===== src/rtl/dfh_chain_walker.sv =====
// Walks a DFH linked list via 64-bit CSR reads and emits one record per header found.
// Latency: 1 cycle start->request, 1 cycle response->record, 1 cycle record accept->next request.
module dfh_chain_walker #(
    parameter int                 ADDR_W       = 32,
    parameter logic [ADDR_W-1:0]  START_OFFSET = '0,
    parameter int                 MAX_DFH      = 16,
    parameter logic [ADDR_W-1:0]  ADDR_LIMIT   = ADDR_W'(32'h0008_0000),
    parameter int                 TIMEOUT_CYC  = 1024,
    localparam int                IDX_W        = $clog2(MAX_DFH + 1)
) (
    input  logic              clk,
    input  logic              rst,
    input  logic              start,
    output logic              rd_req_valid,
    input  logic              rd_req_ready,
    output logic [ADDR_W-1:0] rd_req_addr,
    input  logic              rd_rsp_valid,
    input  logic [63:0]       rd_rsp_data,
    output logic              rec_valid,
    input  logic              rec_ready,
    output logic [IDX_W-1:0]  rec_idx,
    output logic [ADDR_W-1:0] rec_addr,
    output logic [63:0]       rec_dfh,
    output logic              rec_last,
    output logic              busy,
    output logic              done,
    output logic [2:0]        err_code,
    output logic [IDX_W-1:0]  dfh_count
);

    localparam int             TO_W     = $clog2(TIMEOUT_CYC + 1);
    localparam logic [TO_W-1:0] TMO_LAST = TO_W'(TIMEOUT_CYC - 1);

    typedef enum logic [2:0] {
        S_IDLE,
        S_REQ,
        S_WAIT,
        S_EMIT,
        S_FIN
    } state_t;

    state_t            state, state_nxt;
    logic [ADDR_W-1:0] cur_addr;
    logic [TO_W-1:0]   tmo_cnt;
    logic [2:0]        err_nxt;
    logic [IDX_W-1:0]  cnt_inc;
    logic [ADDR_W:0]   next_sum;
    logic              addr_bad;

    // One extra bit so a wrap past the top of the address space is visible.
    assign next_sum = {1'b0, cur_addr} + (ADDR_W+1)'(rec_dfh[39:16]);
    assign addr_bad = next_sum[ADDR_W] || (next_sum[ADDR_W-1:0] >= ADDR_LIMIT);
    assign cnt_inc  = dfh_count + IDX_W'(1);

    assign rd_req_valid = (state == S_REQ);
    assign rd_req_addr  = cur_addr;
    assign rec_valid    = (state == S_EMIT);
    assign rec_last     = rec_dfh[40];
    assign busy         = (state == S_REQ) || (state == S_WAIT) || (state == S_EMIT);
    assign done         = (state == S_FIN);

    always_comb begin
        state_nxt = state;
        err_nxt   = err_code;
        case (state)
            S_IDLE: begin
                if (start) begin
                    state_nxt = S_REQ;
                    err_nxt   = 3'd0;
                end
            end
            S_REQ: begin
                if (rd_req_ready) state_nxt = S_WAIT;
            end
            S_WAIT: begin
                if (rd_rsp_valid) begin
                    state_nxt = S_EMIT;
                end else if (tmo_cnt == TMO_LAST) begin
                    state_nxt = S_FIN;
                    err_nxt   = 3'd1;
                end
            end
            S_EMIT: begin
                if (rec_ready) begin
                    state_nxt = S_FIN;
                    if (rec_dfh[40]) begin
                        err_nxt = 3'd0;
                    end else if (rec_dfh[39:16] == 24'd0) begin
                        err_nxt = 3'd2;
                    end else if (cnt_inc == IDX_W'(MAX_DFH)) begin
                        err_nxt = 3'd3;
                    end else if (addr_bad) begin
                        err_nxt = 3'd4;
                    end else begin
                        state_nxt = S_REQ;
                    end
                end
            end
            S_FIN:   state_nxt = S_IDLE;
            default: state_nxt = S_IDLE;
        endcase
    end

    always_ff @(posedge clk) begin
        if (rst) begin
            state     <= S_IDLE;
            cur_addr  <= START_OFFSET;
            tmo_cnt   <= '0;
            err_code  <= 3'd0;
            dfh_count <= '0;
            rec_idx   <= '0;
            rec_addr  <= '0;
            rec_dfh   <= '0;
        end else begin
            state    <= state_nxt;
            err_code <= err_nxt;
            case (state)
                S_IDLE: begin
                    if (start) begin
                        dfh_count <= '0;
                        cur_addr  <= START_OFFSET;
                    end
                end
                S_REQ: begin
                    if (rd_req_ready) tmo_cnt <= '0;
                end
                S_WAIT: begin
                    tmo_cnt <= tmo_cnt + TO_W'(1);
                    if (rd_rsp_valid) begin
                        rec_dfh  <= rd_rsp_data;
                        rec_addr <= cur_addr;
                        rec_idx  <= dfh_count;
                    end
                end
                S_EMIT: begin
                    if (rec_ready) begin
                        dfh_count <= cnt_inc;
                        if (state_nxt == S_REQ) cur_addr <= next_sum[ADDR_W-1:0];
                    end
                end
                default: ;
            endcase
        end
    end

endmodule


===== config.mk =====
export PLATFORM = sky130hd
export DESIGN_NAME = dfh_chain_walker
export DESIGN_NICKNAME = d
export VERILOG_FILES = /design/src/rtl/dfh_chain_walker.sv
export SDC_FILE = /design/constraint.sdc
export NUM_CORES = 1
export LEC_CHECK = 0
export CAP_MARGIN = 30
export CORE_MARGIN = 1
export CORE_UTILIZATION = 43
export CTS_BUF_LIST = sky130_fd_sc_hd__clkbuf_16
export DETAILED_ROUTE_END_ITERATION = 10
export PLACE_DENSITY = 0.75
export SYNTH_ARGS = -nofsm -noshare
export SYNTH_HDL_FRONTEND = slang
export SYNTH_SLANG_ARGS = --single-unit

===== constraint.sdc =====
create_clock -name clk -period 2.9 [get_ports clk]
set_input_delay 0.29 -clock clk [delete_from_list [all_inputs] [get_ports clk]]
set_output_delay 0.29 -clock clk [all_outputs]
set_load 0.1 [all_outputs]

==> summary.txt <==
Run status
  – Status: finished with violations
  – Failing checks: setup timing

Global routing
  – GR Overflow Total: 0
  – Number of global-route vias before repair: 7,661
  – First-pass GRT wire length: 39,200 um
  – Largest net degree at the start of global routing: 76
  – Gr usage total: 0.278
  – Initial antenna violation count: 0

Clock tree
  – CTS tree: yes
  – Clk Latency, worst-skew pair: 0.43 ns
  – Sink Count: 155
  – Reg clk slew, reported paths: 0.07 ns
  – H-tree depth: 4
  – Cts hold-fix bufs: 0
  – CTS Buffer Depth: 2
  – CTS Buf Count: 17
  – CTS Root Cell: clkbuf_16

Route
  – Initial DRC Count: 526
  – Drt pass-1 iters: 5
  – DR vias: 8,016
  – DR DRC count: 0
  – DR WL/cell: 16.4 um
  – Routed WL: 24,500 um
  – Post-DRT Antenna Nets: 0
  – Vias/cell: 5.38

Pwr
  – Switch share: 0.314
  – Psw: 1.73 mW
  – Sequential share of power: 0.399
  – Int Power: 3.78 mW
  – Comb pwr share: 0.190
  – Clock power frac: 0.411
  – Power per cell area: 499 nW/um^2
  – VDD IR max: 0.407 mV
  – Leakage: 4.76 nW

Die
  – Row count: 47
  – DIE AREA: 17,900 um^2
  – Die height: 134 um
  – IO Count: 216
  – Die W: 134 um
  – Starting Density: 0.445
  – Core Region: 16,800 um^2

Layout
  – Area Growth Syn to Fin: 47.9%
  – Filler Cell Count: 1,415
  – # diodes: 0
  – Share of layout cells above drive strength 1: 0.294
  – Final Net Count: 1,353
  – Final non-filler cell total: 1,489

Critical path
  – Worst r2r path cells: 11
  – CP Max Fanout: 16
  – Top delay family on crit path: compound AO/OA/AOI/OAI gates
  – CP cell instances: ha_4 > o211ai_1 > o211ai_1 > nand3_2 > a2111oi_4 > o211a_1 > o211ai_1 > a2111oi_4 > nand4_2 > buf_6 > mux2i_1
  – Crit end category: flip-flop
  – CP Depth: 11
  – Critical-path top delay cell: a2111oi_4
  – CP max stage delay: 0.42 ns
  – Crit path launch type: flip-flop
  – CP bufs+invs: 1
  – CP most frequent cell: o211ai_1
  – Worst path required time: 3.20 ns
  – Worst Setup Path Type: flip-flop to flip-flop
  – Crit path arrival time: 3.37 ns

Yosys
  – Synth top area share: 0.416
  – Synth cell types: 60
  – Fraction of registers with async set/reset: 0
  – Post-synth EDFFs: 0
  – Sequential area share after synthesis: 0.416
  – Post-synthesis cell area: 7460 um^2
  – Mean Syn Cell Area: 7.70 um^2
  – Top cells by area, synth: dfxtp_1 42%, nand2_1 14%, a21oi_1 11%
  – Most used DFF post-synth: dfxtp_1
  – Synthesis-stage register bit count: 155
  – Commonest cells in the netlist: 278 x nand2_1, 157 x a21oi_1, 155 x dfxtp_1
  – Cells after Synth: 969
  – Yosys warns: 0
  – Post-Syn Nets: 1,066
  – Synth area leader: dfxtp_1
  – Cell with the most instances after synthesis: nand2_1

Timing
  – Final setup violation count: 36
  – Fmax: 326 MHz
  – Slew Viols, Final: 0
  – Fin. Hold Viols: 0
  – Setup WS post-layout: -0.167 ns
  – Rel. slew slack: 0.474
  – Setup tns final: -4.46 ns
  – Slew @ Worst Pin: 0.786 ns
  – RSZ-0062 raised after global routing: true
  – Clock skew: 0.0117 ns
  – Crit path time final: 3.07 ns
  – Ratio of final minimum period to clock period: 1.06

Hold path
  – Min-delay worst type: input port to flip-flop
  – Worst hold path depth: 3

Placed design
  – Placed insts: 1,456
  – # port buffers: 215
  – Hpwl dp: 18,300 um
  – Gp weighted congestion: 0.946

Job
  – Max capacitance violation total: 0
[per-stage QoR]
step | area (um^2) | hold WS, ns | total power, mW | setup slack [ns] | utilization
after CTS | 11000 | 0.382 | 5.54 | -0.152 | 0.657
after floorplan | 7660 | 0.416 | 2.92 | -0.256 | -
after detailed placement | 10300 | 0.447 | 3.28 | -0.213 | 0.617
after global placement | 10300 | 0.442 | 3.28 | -0.149 | 0.617
after global routing | 11000 | 0.399 | 5.71 | -0.369 | 0.659
final | 11000 | 0.399 | 5.51 | -0.167 | 0.659
[placed cells by master (no fill, tap or decap), drive strengths merged, types with 3 or more instances in the layout]
cell,count
clkinv,4
inv,25
o21ai,40
a21o,7
ha,26
mux2i,20
a31oi,7
nand2b,5
nor3b,4
and2,3
nor2,40
o211ai,9
xor2,4
dfxtp,155
clkbuf,19
and3,24
a211oi,4
nor3,10
mux2,4
nand2,278
a21oi,158
xnor2,9
a2111oi,3
nand4,7
nand3,29
or3,4
clkdlybuf4s50,68
nor4,10
nand3b,4
buf,254
o21a,6
[worst min-delay path, cell delays in order]
cell and delay, ns:
clkdlybuf4s50_1 0.39, nand2_1 0.05, a21oi_1 0.05
[sequential cells by signal, summed over array words and instances (netlist names)]
signal / count
dfh_count: 5
err_code: 3
rd_req_addr: 32
rec_addr: 32
rec_dfh: 64
rec_idx: 5
state: 3
tmo_cnt: 11
[timing repair]
action                                  4_1_cts  5_1_grt
resized for setup                            11        4
buffers inserted                              1        0
pin swaps                                     6        1
endpoints found under the setup margin       37       37
cloned                                        0        0
[layer usage]
metal / track usage / vias to the layer above / part of all wire
met3: 0.0715 / 21 / 0.077
met4: 0.0909 / 0 / 0.016
li1: - / 3928 / -
met5: 0 / - / 0
met2: 0.439 / 307 / 0.45
met1: 0.370 / 3760 / 0.45
[power by group through the flow]
stage	Clock, mW	Sequential [mW]	Combinational (mW)
5_1_grt	2.39	2.21	1.11
6_report	2.27	2.20	1.04
2_1_floorplan	0	2.54	0.388
3_3_place_gp	0	2.24	1.04
3_5_place_dp	0	2.24	1.04
4_1_cts	2.30	2.20	1.05
[path summary, 6_finish.rpt]
check / startpoint / endpoint / slack [ns]
hold / removal: rd_rsp_data[61] / rec_dfh[61]$_SDFFE_PP0P_ / 0.40
setup reg to reg: rd_req_addr[3]$_SDFFE_PP0P_ / rd_req_addr[13]$_SDFFE_PP0P_ / -0.17
hold reg to reg: rec_addr[16]$_SDFFE_PP0P_ / rec_addr[16]$_SDFFE_PP0P_ / 0.45
setup / recovery: rd_req_addr[3]$_SDFFE_PP0P_ / rd_req_addr[13]$_SDFFE_PP0P_ / -0.17
[cell families (layout without fill, tap and decap cells)]
| kind of cell | count (synthesis) | after routing | synth area share |
|---|---|---|---|
| and+or+nand+nor | 424 | 424 | 0.248 |
| buffers and inverters | 72 | 372 | 0.0394 |
| AOI/OAI and AO/OA | 254 | 254 | 0.203 |
| muxes | 24 | 24 | 0.0329 |
| adders and majority gates | 27 | 27 | 0.0463 |
| xor gates and xnor gates | 13 | 13 | 0.0153 |
| DFF | 155 | 155 | 0.416 |
[area by class of cell]
| class | instances | area [um^2] | share of cell area |
|---|---|---|---|
| Clock inverter | 13 | 124 | 0.0112 |
| Clock buffer | 19 | 475 | 0.0431 |
| Multi-Input combinational cell | 742 | 4210 | 0.381 |
| Sequential cell | 155 | 3250 | 0.295 |
| Inverter | 18 | 67.6 | 0.00612 |
| Timing Repair Buffer | 322 | 2630 | 0.239 |
| Tap cell | 220 | 275 | 0.0249 |
(Power assumes the default switching activity.)
